### src/rtl/collision_tracker.sv
// Multi-row dino collision tracker: per-tick overlap check, lives, grace window, sticky game-over.
// Optional 2-column hitbox enabled by defining HITBOX_WIDE_EN.
module collision_tracker #(
    parameter int unsigned COLS        = 8,
    parameter int unsigned ROWS        = 2,
    parameter int unsigned HIT_COL     = 7,
    parameter int unsigned LIVES       = 3,
    parameter int unsigned GRACE_TICKS = 4,
    parameter int unsigned CNT_W       = 8,
    localparam int unsigned RW = $clog2(ROWS),
    localparam int unsigned LW = $clog2(LIVES + 1)
) (
    input  logic                 clk,
    input  logic                 reset,
    input  logic                 tick,
    input  logic                 restart,
    input  logic [ROWS*COLS-1:0] obstacle_map,
    input  logic [RW-1:0]        dino_row,
    output logic                 collision,
    output logic                 hit,
    output logic                 invuln,
    output logic [LW-1:0]        lives,
    output logic                 game_over,
    output logic [CNT_W-1:0]     hit_count
);

    localparam int unsigned GW = (GRACE_TICKS > 0) ? $clog2(GRACE_TICKS + 1) : 1;
    localparam int unsigned WIDE_COL = (HIT_COL > 0) ? HIT_COL - 1 : HIT_COL;

    typedef enum logic [1:0] {
        ST_RUN,
        ST_GRACE,
        ST_OVER
    } state_t;

    state_t           state_q, state_n;
    logic             collision_q, collision_n;
    logic             hit_q, hit_n;
    logic             invuln_q, invuln_n;
    logic [LW-1:0]    lives_q, lives_n;
    logic             game_over_q, game_over_n;
    logic [CNT_W-1:0] hit_count_q, hit_count_n;
    logic [GW-1:0]    grace_cnt_q, grace_cnt_n;
    logic             raw_hit;

    // Rows beyond ROWS never match the loop, so an out-of-range dino_row yields no hit.
    always_comb begin
        raw_hit = 1'b0;
        for (int unsigned r = 0; r < ROWS; r++) begin
            if (dino_row == RW'(r)) begin
                raw_hit = obstacle_map[r*COLS + HIT_COL];
`ifdef HITBOX_WIDE_EN
                if (HIT_COL > 0) begin
                    raw_hit = raw_hit | obstacle_map[r*COLS + WIDE_COL];
                end
`endif
            end
        end
    end

    always_comb begin
        state_n     = state_q;
        collision_n = collision_q;
        hit_n       = 1'b0;
        invuln_n    = invuln_q;
        lives_n     = lives_q;
        game_over_n = game_over_q;
        hit_count_n = hit_count_q;
        grace_cnt_n = grace_cnt_q;

        if (restart) begin
            state_n     = ST_RUN;
            collision_n = 1'b0;
            invuln_n    = 1'b0;
            lives_n     = LW'(LIVES);
            game_over_n = 1'b0;
            hit_count_n = '0;
            grace_cnt_n = '0;
        end else begin
            unique case (state_q)
                ST_RUN: begin
                    if (tick) begin
                        collision_n = raw_hit;
                        if (raw_hit) begin
                            hit_n   = 1'b1;
                            lives_n = lives_q - 1'b1;
                            if (hit_count_q != '1) begin
                                hit_count_n = hit_count_q + 1'b1;
                            end
                            if (lives_q == LW'(1)) begin
                                state_n     = ST_OVER;
                                game_over_n = 1'b1;
                                collision_n = 1'b0;
                            end else if (GRACE_TICKS > 0) begin
                                state_n     = ST_GRACE;
                                grace_cnt_n = GW'(GRACE_TICKS);
                                invuln_n    = 1'b1;
                            end
                        end
                    end
                end
                ST_GRACE: begin
                    if (tick) begin
                        collision_n = raw_hit;
                        grace_cnt_n = grace_cnt_q - 1'b1;
                        if (grace_cnt_q == GW'(1)) begin
                            state_n  = ST_RUN;
                            invuln_n = 1'b0;
                        end
                    end
                end
                ST_OVER: begin
                    collision_n = 1'b0;
                end
                default: begin
                    state_n = ST_RUN;
                end
            endcase
        end
    end

    always_ff @(posedge clk or negedge reset) begin
        if (!reset) begin
            state_q     <= ST_RUN;
            collision_q <= 1'b0;
            hit_q       <= 1'b0;
            invuln_q    <= 1'b0;
            lives_q     <= LW'(LIVES);
            game_over_q <= 1'b0;
            hit_count_q <= '0;
            grace_cnt_q <= '0;
        end else begin
            state_q     <= state_n;
            collision_q <= collision_n;
            hit_q       <= hit_n;
            invuln_q    <= invuln_n;
            lives_q     <= lives_n;
            game_over_q <= game_over_n;
            hit_count_q <= hit_count_n;
            grace_cnt_q <= grace_cnt_n;
        end
    end

    assign collision = collision_q;
    assign hit       = hit_q;
    assign invuln    = invuln_q;
    assign lives     = lives_q;
    assign game_over = game_over_q;
    assign hit_count = hit_count_q;

endmodule

### config.mk
export PLATFORM = sky130hd
export DESIGN_NAME = collision_tracker
export DESIGN_NICKNAME = d
export VERILOG_FILES = /design/src/rtl/collision_tracker.sv
export SDC_FILE = /design/constraint.sdc
export NUM_CORES = 1
export LEC_CHECK = 0
export BUFFER_PORTS_ARGS = -buffer_cell sky130_fd_sc_hd__clkbuf_2
export CORE_MARGIN = 8
export CORE_UTILIZATION = 25
export CTS_BUF_LIST = sky130_fd_sc_hd__clkbuf_16
export DETAILED_ROUTE_END_ITERATION = 6
export SLEW_MARGIN = 20
export SYNTH_ARGS = -nofsm -noshare
export SYNTH_HDL_FRONTEND = slang
export SYNTH_SLANG_ARGS = --single-unit
### constraint.sdc
create_clock -name clk -period 2.4 [get_ports clk]
set_clock_uncertainty 0.2 [all_clocks]
set_input_delay 0.24 -clock clk [delete_from_list [all_inputs] [get_ports clk]]
set_output_delay 0.24 -clock clk [all_outputs]
set_load 0.02 [all_outputs]
### Word level (Yosys, flattened, before mapping)

Cells that the tools add are included.

| cells by class | value |
|---|---|
| add/sub/neg operators | 3 |
| multiply operators | 0 |
| div/mod/pow operators | 0 |
| order comparisons | 0 |
| equal/unequal tests | 11 |
| shift operators | 0 |
| muxes and demuxes | 45 |
| bitwise operators | 0 |
| reduce and logical (&&, ||, !) cells | 15 |

Operator list:

| operator | number |
|---|---|
| $mux W8 | 5 |
| $mux W1 | 21 |
| $mux W2 | 10 |
| $mux W3 | 5 |
| $ne A3 B3 Y1 const B | 5 |
| $reduce_and A5 Y1 | 2 |
| $reduce_bool A2 Y1 | 5 |
| $add A8 B1 Y8 const B | 1 |
| $ne A8 B8 Y1 const B | 1 |
| $reduce_and A4 Y1 | 2 |
| $pmux W2 S3 | 1 |
| $pmux W3 S2 | 1 |
| $reduce_and A3 Y1 | 2 |
| $reduce_and A6 Y1 | 1 |
| $eq A2 B1 Y1 const B | 2 |
| $reduce_bool A4 Y1 | 1 |
| $eq A3 B1 Y1 const B | 1 |
| $pmux W1 S3 | 1 |
| $reduce_bool A3 Y1 | 1 |
| $sub A3 B1 Y3 const B | 1 |
| $eq A2 B2 Y1 const B | 1 |
| $logic_not A2 Y1 | 1 |
| $ne A2 B2 Y1 const B | 1 |
| $pmux W1 S2 | 1 |
| $sub A2 B1 Y2 const B | 1 |

| word-level totals | value |
|---|---|
| register bits after elaboration | 19 |
| latch bits | 0 |
| RAM bits | 0 |
| bits in read-only memories | 0 |
| bits of input ports | 21 |
| output and inout port bits | 14 |
| word-level logic and storage cells | 82 |
| memories kept | 0 |

### Depth between registers and ports, before layout

Gate-level depths: netlist of the first run.

| logic depth | value |
|---|---|
| depth in word-level cells | 6 |
| gate-level depth with buffers | 7 |
| mapped depth without buffers | 6 |

### Worst setup path before layout of the first run

OpenSTA, ideal clock, no wires.

| timing | value |
|---|---|
| path type | flip-flop to flip-flop |
| start point | register state_q[0] |
| end point | register hit_count_q[5] (netlist: hit_count[5]) |
| setup time | 0.078 ns |
| arrival | 1.726 ns |
| required time | 2.122 ns |
| setup slack | 0.396 ns |
| stages on the path, launching flop included | 8 |
| cells stage by stage | dfrtp_1 inv_1 ha_1 buf_2 nand2_2 or3_4 or4_1 a21oi_1 |

| between the ends | value |
|---|---|
| cells in the longest elaborated chain, start to end | 3 |

RTL lines:

| what | line | source |
|---|---|---|
| start, declared | 36 | `state_t state_q, state_n;` |
| start signal, assigned | 133 | `state_q <= state_n;` |
| $logic_not A2 Y1 | 80 | `unique case (state_q)` |
| $reduce_bool A2 Y1 (no line) | - |  |
| $reduce_and A4 Y1 (no line) | - |  |
| end signal, assigned | 139 | `hit_count_q <= hit_count_n;` |
| end, declared | 42 | `logic [CNT_W-1:0] hit_count_q, hit_count_n;` |

No other way between the ends.
A chain may end at the register's enable or synchronous reset.

### Worst setup path after layout of the first run

Ends and elaborated chain as after synthesis.

==> results of run 1 <==
-- layout make-up --
cell class	instances	area [µm²]
Tap cell	52	65.1
Clock inverter	1	3.75
Inverter	8	30.0
Clock buffer	3	75.1
Timing Repair Buffer	23	125
Sequential cell	19	478
Multi-Input combinational cell	90	596
Fill cell	481	2950
-- logic make-up after synthesis --
logic type                 count (synthesis)  synth area share (%)
AOI/OAI and AO/OA                         28                  15.2
xor gates and xnor gates                   1                 0.781
adders and majority gates                  7                  7.81
buffers and inverters                     12                  4.24
DFF                                       19                  42.6
muxes                                      6                  5.58
and+or+nand+nor                           48                  23.8
-- flip-flops by register name (all words and copies together) (netlist names) --
name,flops
collision,1
lives,2
grace_cnt_q,3
invuln,1
hit,1
hit_count,8
state_q,2
game_over,1
-- cell usage in the layout, fill, tap and decap left out, types with 5 or more instances in the layout --
cell	Yosys	routed
o21ai_0	8	8
ha_1	7	7
inv_1	8	9
nor2b_1	5	5
a21oi_1	8	8
nand2_1	9	9
nand3_1	5	5
nor2_1	9	9
dfrtp_1	17	17
clkbuf_2	0	20
-- worst reg2reg max path, delay by kind of cell, from the launching register on --
family	cells	cell delay, ps
compound gates	1	140
fa+ha+maj	1	210
buf+inv	1	110
flops	1	400
simple gates	3	880
-- where the power goes --
part / switching [mW] / internal, mW / total (mW) / leakage (nW)
Sequential: 0.0138 / 0.341 / 0.355 / 0.255
Clock: 0.120 / 0.222 / 0.342 / 0.0423
Combinational: 0.0973 / 0.0643 / 0.162 / 0.296
-- per-stage QoR --
step                      total power [mW]  hold WS [ps]  utilization, %
after floorplan                      0.468          -256               -
after global placement               0.520          27.2            29.7
after detailed placement             0.523          30.7            29.7
after CTS                            0.869           156            31.7
after global routing                 0.904           188            31.7
final                                0.858           165            31.7
-- repair_timing --
action,4_1_cts,5_1_grt
setup endpoints to repair,0,0
hold buffers,1,0
endpoints found under the hold margin,17,0
-- layer usage --
metal	vias to the layer above	wire, µm	GRT usage, %
li1	485	-	-
met1	460	1310	9.10
met2	20	1170	12.2
met3	5	83	2.54
met4	0	34	3.04
met5	-	0	0
-- path summary, 6_finish.rpt --
path,endpoint,slack [ps],cells past startpoint
min reg2reg,game_over,300,2
max in group asynchronous,lives[1],1380,2
max reg2reg,hit_count[5],380,6
max,hit_count[5],380,6
min,hit,160,2
min in group asynchronous,hit_count[7],280,2
==> reports/metrics.csv, run 1 <==
stage;metric;value;unit
timing;slew_viol_final;0;
route;first_pass_iters;4;
route;drtIter0Drc;20;
setup_path;cpLargestDelayFamily;simple AND/OR/NAND/NOR gates;
placed_design;gp_congestion;0.756;
synth;synth_ff_type;dfrtp_1;
route;avgRoutedWirePerCell;13.2;µm
global_route;grt_pass1_wl;4490;µm
job;drv_cap;0;
layout;finalNonFillerCells;196;
clock_network;cts_tree;built;
clock_network;cts_resized;0;
worst_hold_path;worstHoldStart;tick;
synth;synth_seq_cells;19;
status;status;complete, no violations;
route;drc;0;
clock_network;htree_num_levels;1;
synth;avgSynthCellArea;9.27;µm²
timing;tns;0;ps
route;routed_wl;2600;µm
layout;postLayoutCellArea;1370;µm²
synth;synthTopCellsByArea;dfrtp_1 (38%), ha_1 (7.8%), dfstp_2 (4.7%);
power;vdd_ir_drop_max;334;µV
setup_path;start_kind;register;
synth;yosys.area.top_type;dfrtp_1;
layout;n_antenna_cell;0;
layout;nNetsFinal;173;
layout;area_delta_synth_final;22.4;%
timing;period_share;84.1;%
synth;ys_warn_count;0;
clock_network;cts-root-buf;clkbuf_16;
synth;synth_edf_count;0;
route;vias_per_cell;4.95;
global_route;overflow;0;
global_route;antenna_found_initial;0;
setup_path;critical_path.max_stage_delay;400;ps
floorplan;io_pins;35;
timing;hold_violations;0;
timing;max_freq;496;MHz
floorplan;core-area;4320;µm²
setup_path;cp.required;2380;ps
layout;drive_gt1_share;22.9;%
synth;synthesis.area;1120;µm²
power;p_leak;0.593;nW
placed_design;dpl.cell_count;191;
setup_path;reg2reg_from;state_q[0];
setup_path;cp_max_fo;6;
setup_path;cp_num_buf_inv;1;
setup_path;slowest_stage;dfrtp_1;
timing;tightest_slew;743;ps
placed_design;io_buffers;20;
setup_path;crit_path_end_kind;register;
global_route;grt_usage;7.61;%
floorplan;die_w;83.0;µm
placed_design;hpwl;1930;µm
synth;synth_cells;121;
setup_path;crit_type;reg -> reg;
route;vias;970;
synth;synth.top_cell.area_share;37.9;%
clock_network;clk_latency;250;ps
synth;synth_cell_types;33;
synth;seq_area_frac_synth;42.6;%
route;ant_nets;0;
timing;rsz0062_at_grt;no;
timing;slew_headroom;50.1;%
global_route;grt_max_degree;20;
clock_network;cts_sinks;19;
timing;setup_slack;382;ps
clock_network;post-cts-setup-buffer-count;0;
synth;syn_nets;149;
timing;min_period;2020;ps
power;power.density;625;nW/µm²
clock_network;cts_max_path_buffers;2;
synth;synthArstFlopShare;100;%
floorplan;die_y;83.0;µm
global_route;grt_pass1_vias;1031;
floorplan;dieArea;6880;µm²
synth;synthTopCellsByCount;dfrtp_1 (17), nand2_1 (9), nor2_1 (9);
floorplan;core.rowCount;24;
setup_path;path_cells;inv_1, ha_1, nand2_2, or3_4, or4_1, a21oi_1;
setup_path;worstSetupStartpoint;state_q[0];
setup_path;critPathArrivalTime;1990;ps
timing;setup_viol;0;
clock_network;cts.clk_slew.worst_paths;50;ps
floorplan;start_util;25.9;%
synth;yosys.cell_count.top_type;dfrtp_1;
clock_network;cts_buffers;3;
worst_hold_path;hold_class;in -> reg;
placed_design;place_ws;405;ps
placed_design;placed_area;1280;µm²
No activity file was read; power rests on OpenSTA's default activity.
==> inputs of run 2 (changes only) <==
==> constraint.sdc (replaced) <==
create_clock -name clk -period 2.1 [get_ports clk]
set_clock_uncertainty 0.2 [all_clocks]
set_input_delay 0.21 -clock clk [delete_from_list [all_inputs] [get_ports clk]]
set_output_delay 0.21 -clock clk [all_outputs]
set_load 0.02 [all_outputs]
==> run 2 against run 1 <==
Against the previous run:
- critical path depth is the same
- first-iteration DRC count increased by 55%
- largest power group unchanged
- die area stayed put
- sequential power grew 14%
- highest routed layer unchanged
- critical path type unchanged
- non-clock buffer count rose by 5
- clock-buffer cell count did not move
- global-route usage about the same
==> reports/metrics.csv, run 2 (synthesis results as in run 1) <==
stage;metric;value;unit
status;status;complete, no violations;
clock_network;clk_latency;250;ps
setup_path;critPathArrivalTime;1950;ps
timing;tightest_slew;488;ps
timing;slew_headroom;67.5;%
global_route;grt_usage;7.61;%
clock_network;htree_num_levels;1;
layout;fillers;472;
job;drv_cap;0;
floorplan;die_y;83.0;µm
floorplan;core-area;4320;µm²
timing;setup_slack;118;ps
global_route;globalRouteMet1Util;9.60;%
layout;n_antenna_cell;0;
setup_path;cp_max_fo;5;
placed_design;io_buffers;20;
power;power_frac_comb;20.2;%
floorplan;io_pins;35;
power;netSwitchingPower;261;µW
setup_path;start_kind;register;
clock_network;post-cts-setup-buffer-count;0;
layout;drive_gt1_share;27.5;%
route;ant_nets;0;
route;routed_wl;2620;µm
clock_network;cts-root-buf;clkbuf_16;
route;avgRoutedWirePerCell;13.0;µm
layout;final_common_cell;clkbuf_2;
clock_network;cts.clk_slew.worst_paths;50;ps
route;vias;974;
worst_hold_path;hold_class;in -> reg;
layout;nNetsFinal;178;
timing;min_period;1980;ps
timing;slew_viol_final;0;
timing;max_freq;505;MHz
setup_path;crit_path_end_kind;register;
global_route;grt_util_met2;11.5;%
layout;largest_reg_flops;8;
global_route;antenna_found_initial;0;
layout;area_delta_synth_final;27.3;%
power;p_leak;0.617;nW
timing;tns;0;ps
global_route;overflow;0;
timing;hold_violations;0;
global_route;busiest_layer;met2;
route;first_pass_iters;4;
timing;period_share;94.4;%
clock_network;cts_sinks;19;
global_route;grt_max_degree;20;
floorplan;core.rowCount;24;
route;drc;0;
global_route;grtUsageMet3;1.76;%
layout;multiInputGateArea;613;µm²
floorplan;dieArea;6880;µm²
global_route;grt_pass1_vias;948;
power;switching_share;26.4;%
power;pwr-share-clk;38.9;%
floorplan;start_util;25.9;%
route;vias_per_cell;4.85;
power;vdd_ir_drop_max;449;µV
power;power.density;693;nW/µm²
clock_network;cts_max_path_buffers;2;
floorplan;die_w;83.0;µm
global_route;grt_pass1_wl;4440;µm
layout;seq_area;478;µm²
setup_path;cp.required;2070;ps
clock_network;cts_buffers;3;
layout;final_cell_mix;clkbuf_2 (20), dfrtp_1 (17), nand2_1 (9), nor2_1 (9);
timing;rsz0062_at_grt;no;
timing;setup_viol;0;
route;drtIter0Drc;31;
placed_design;hpwl;1920;µm
power;intPower;728;µW
placed_design;gp_congestion;0.769;
clock_network;cts_tree;built;
power;p_total;989;µW
placed_design;place_ws;89.5;ps
power;pwr-share-seq;40.9;%
setup_path;crit_type;reg -> reg;
run 2: critical path, stage by stage, from the launching register on:
cell and delay, ps:
dfrtp_1 400, inv_1 140, ha_4 160, nand2_2 50, or3_4 390, or4_1 400
a21oi_1 150
run 2: worst paths after layout:
check,from,depth (start not counted),slack [ps],to
max reg2reg,state_q[1],6,120,hit_count[5]
max in group asynchronous,reset,2,1090,lives[1]
min,tick,2,140,hit
min in group asynchronous,reset,2,260,hit_count[5]
min reg2reg,game_over,2,310,game_over
max,state_q[1],6,120,hit_count[5]
run 2: repair_timing:
item / CTS / global route
hold buffers: 1 / 0
endpoints found under the hold margin: 17 / 0
endpoints found under the setup margin: 0 / 5
gates resized for setup: 0 / 4
run 2: stage by stage:
step / area, µm² / hold slack [ps] / instances / util [%]
global placement: 1320 / 0.633 / 196 / 30.6
CTS: 1410 / 136 / 201 / 32.6
floorplan: 1120 / -286 / 121 / -
global route: 1430 / 150 / 201 / 33.0
finish: 1430 / 143 / 201 / 33.0
detailed placement: 1320 / -1.17 / 196 / 30.6
run 2: layout make-up:
| type | instances | area share, % |
|---|---|---|
| Tap cell | 52 | 4.56 |
| Clock inverter | 1 | 0.263 |
| Multi-Input combinational cell | 90 | 42.9 |
| Clock buffer | 3 | 5.26 |
| Sequential cell | 19 | 33.5 |
| Inverter | 8 | 2.10 |
| Timing Repair Buffer | 28 | 11.4 |
run 2: per-layer routing:
metal  wire, µm  vias up
li1           -      490
met1       1260      452
met5          0        -
met2       1180       27
met4         53        0
met3        115        5
run 2: power by group through the flow:
| stage | Combinational (mW) | Clock [mW] | Sequential (mW) |
|---|---|---|---|
| final | 0.200 | 0.385 | 0.405 |
| after CTS | 0.196 | 0.399 | 0.405 |
| after global placement | 0.191 | 0 | 0.411 |
| after floorplan | 0.110 | 0 | 0.426 |
| after detailed placement | 0.194 | 0 | 0.411 |
| after global routing | 0.223 | 0.414 | 0.409 |
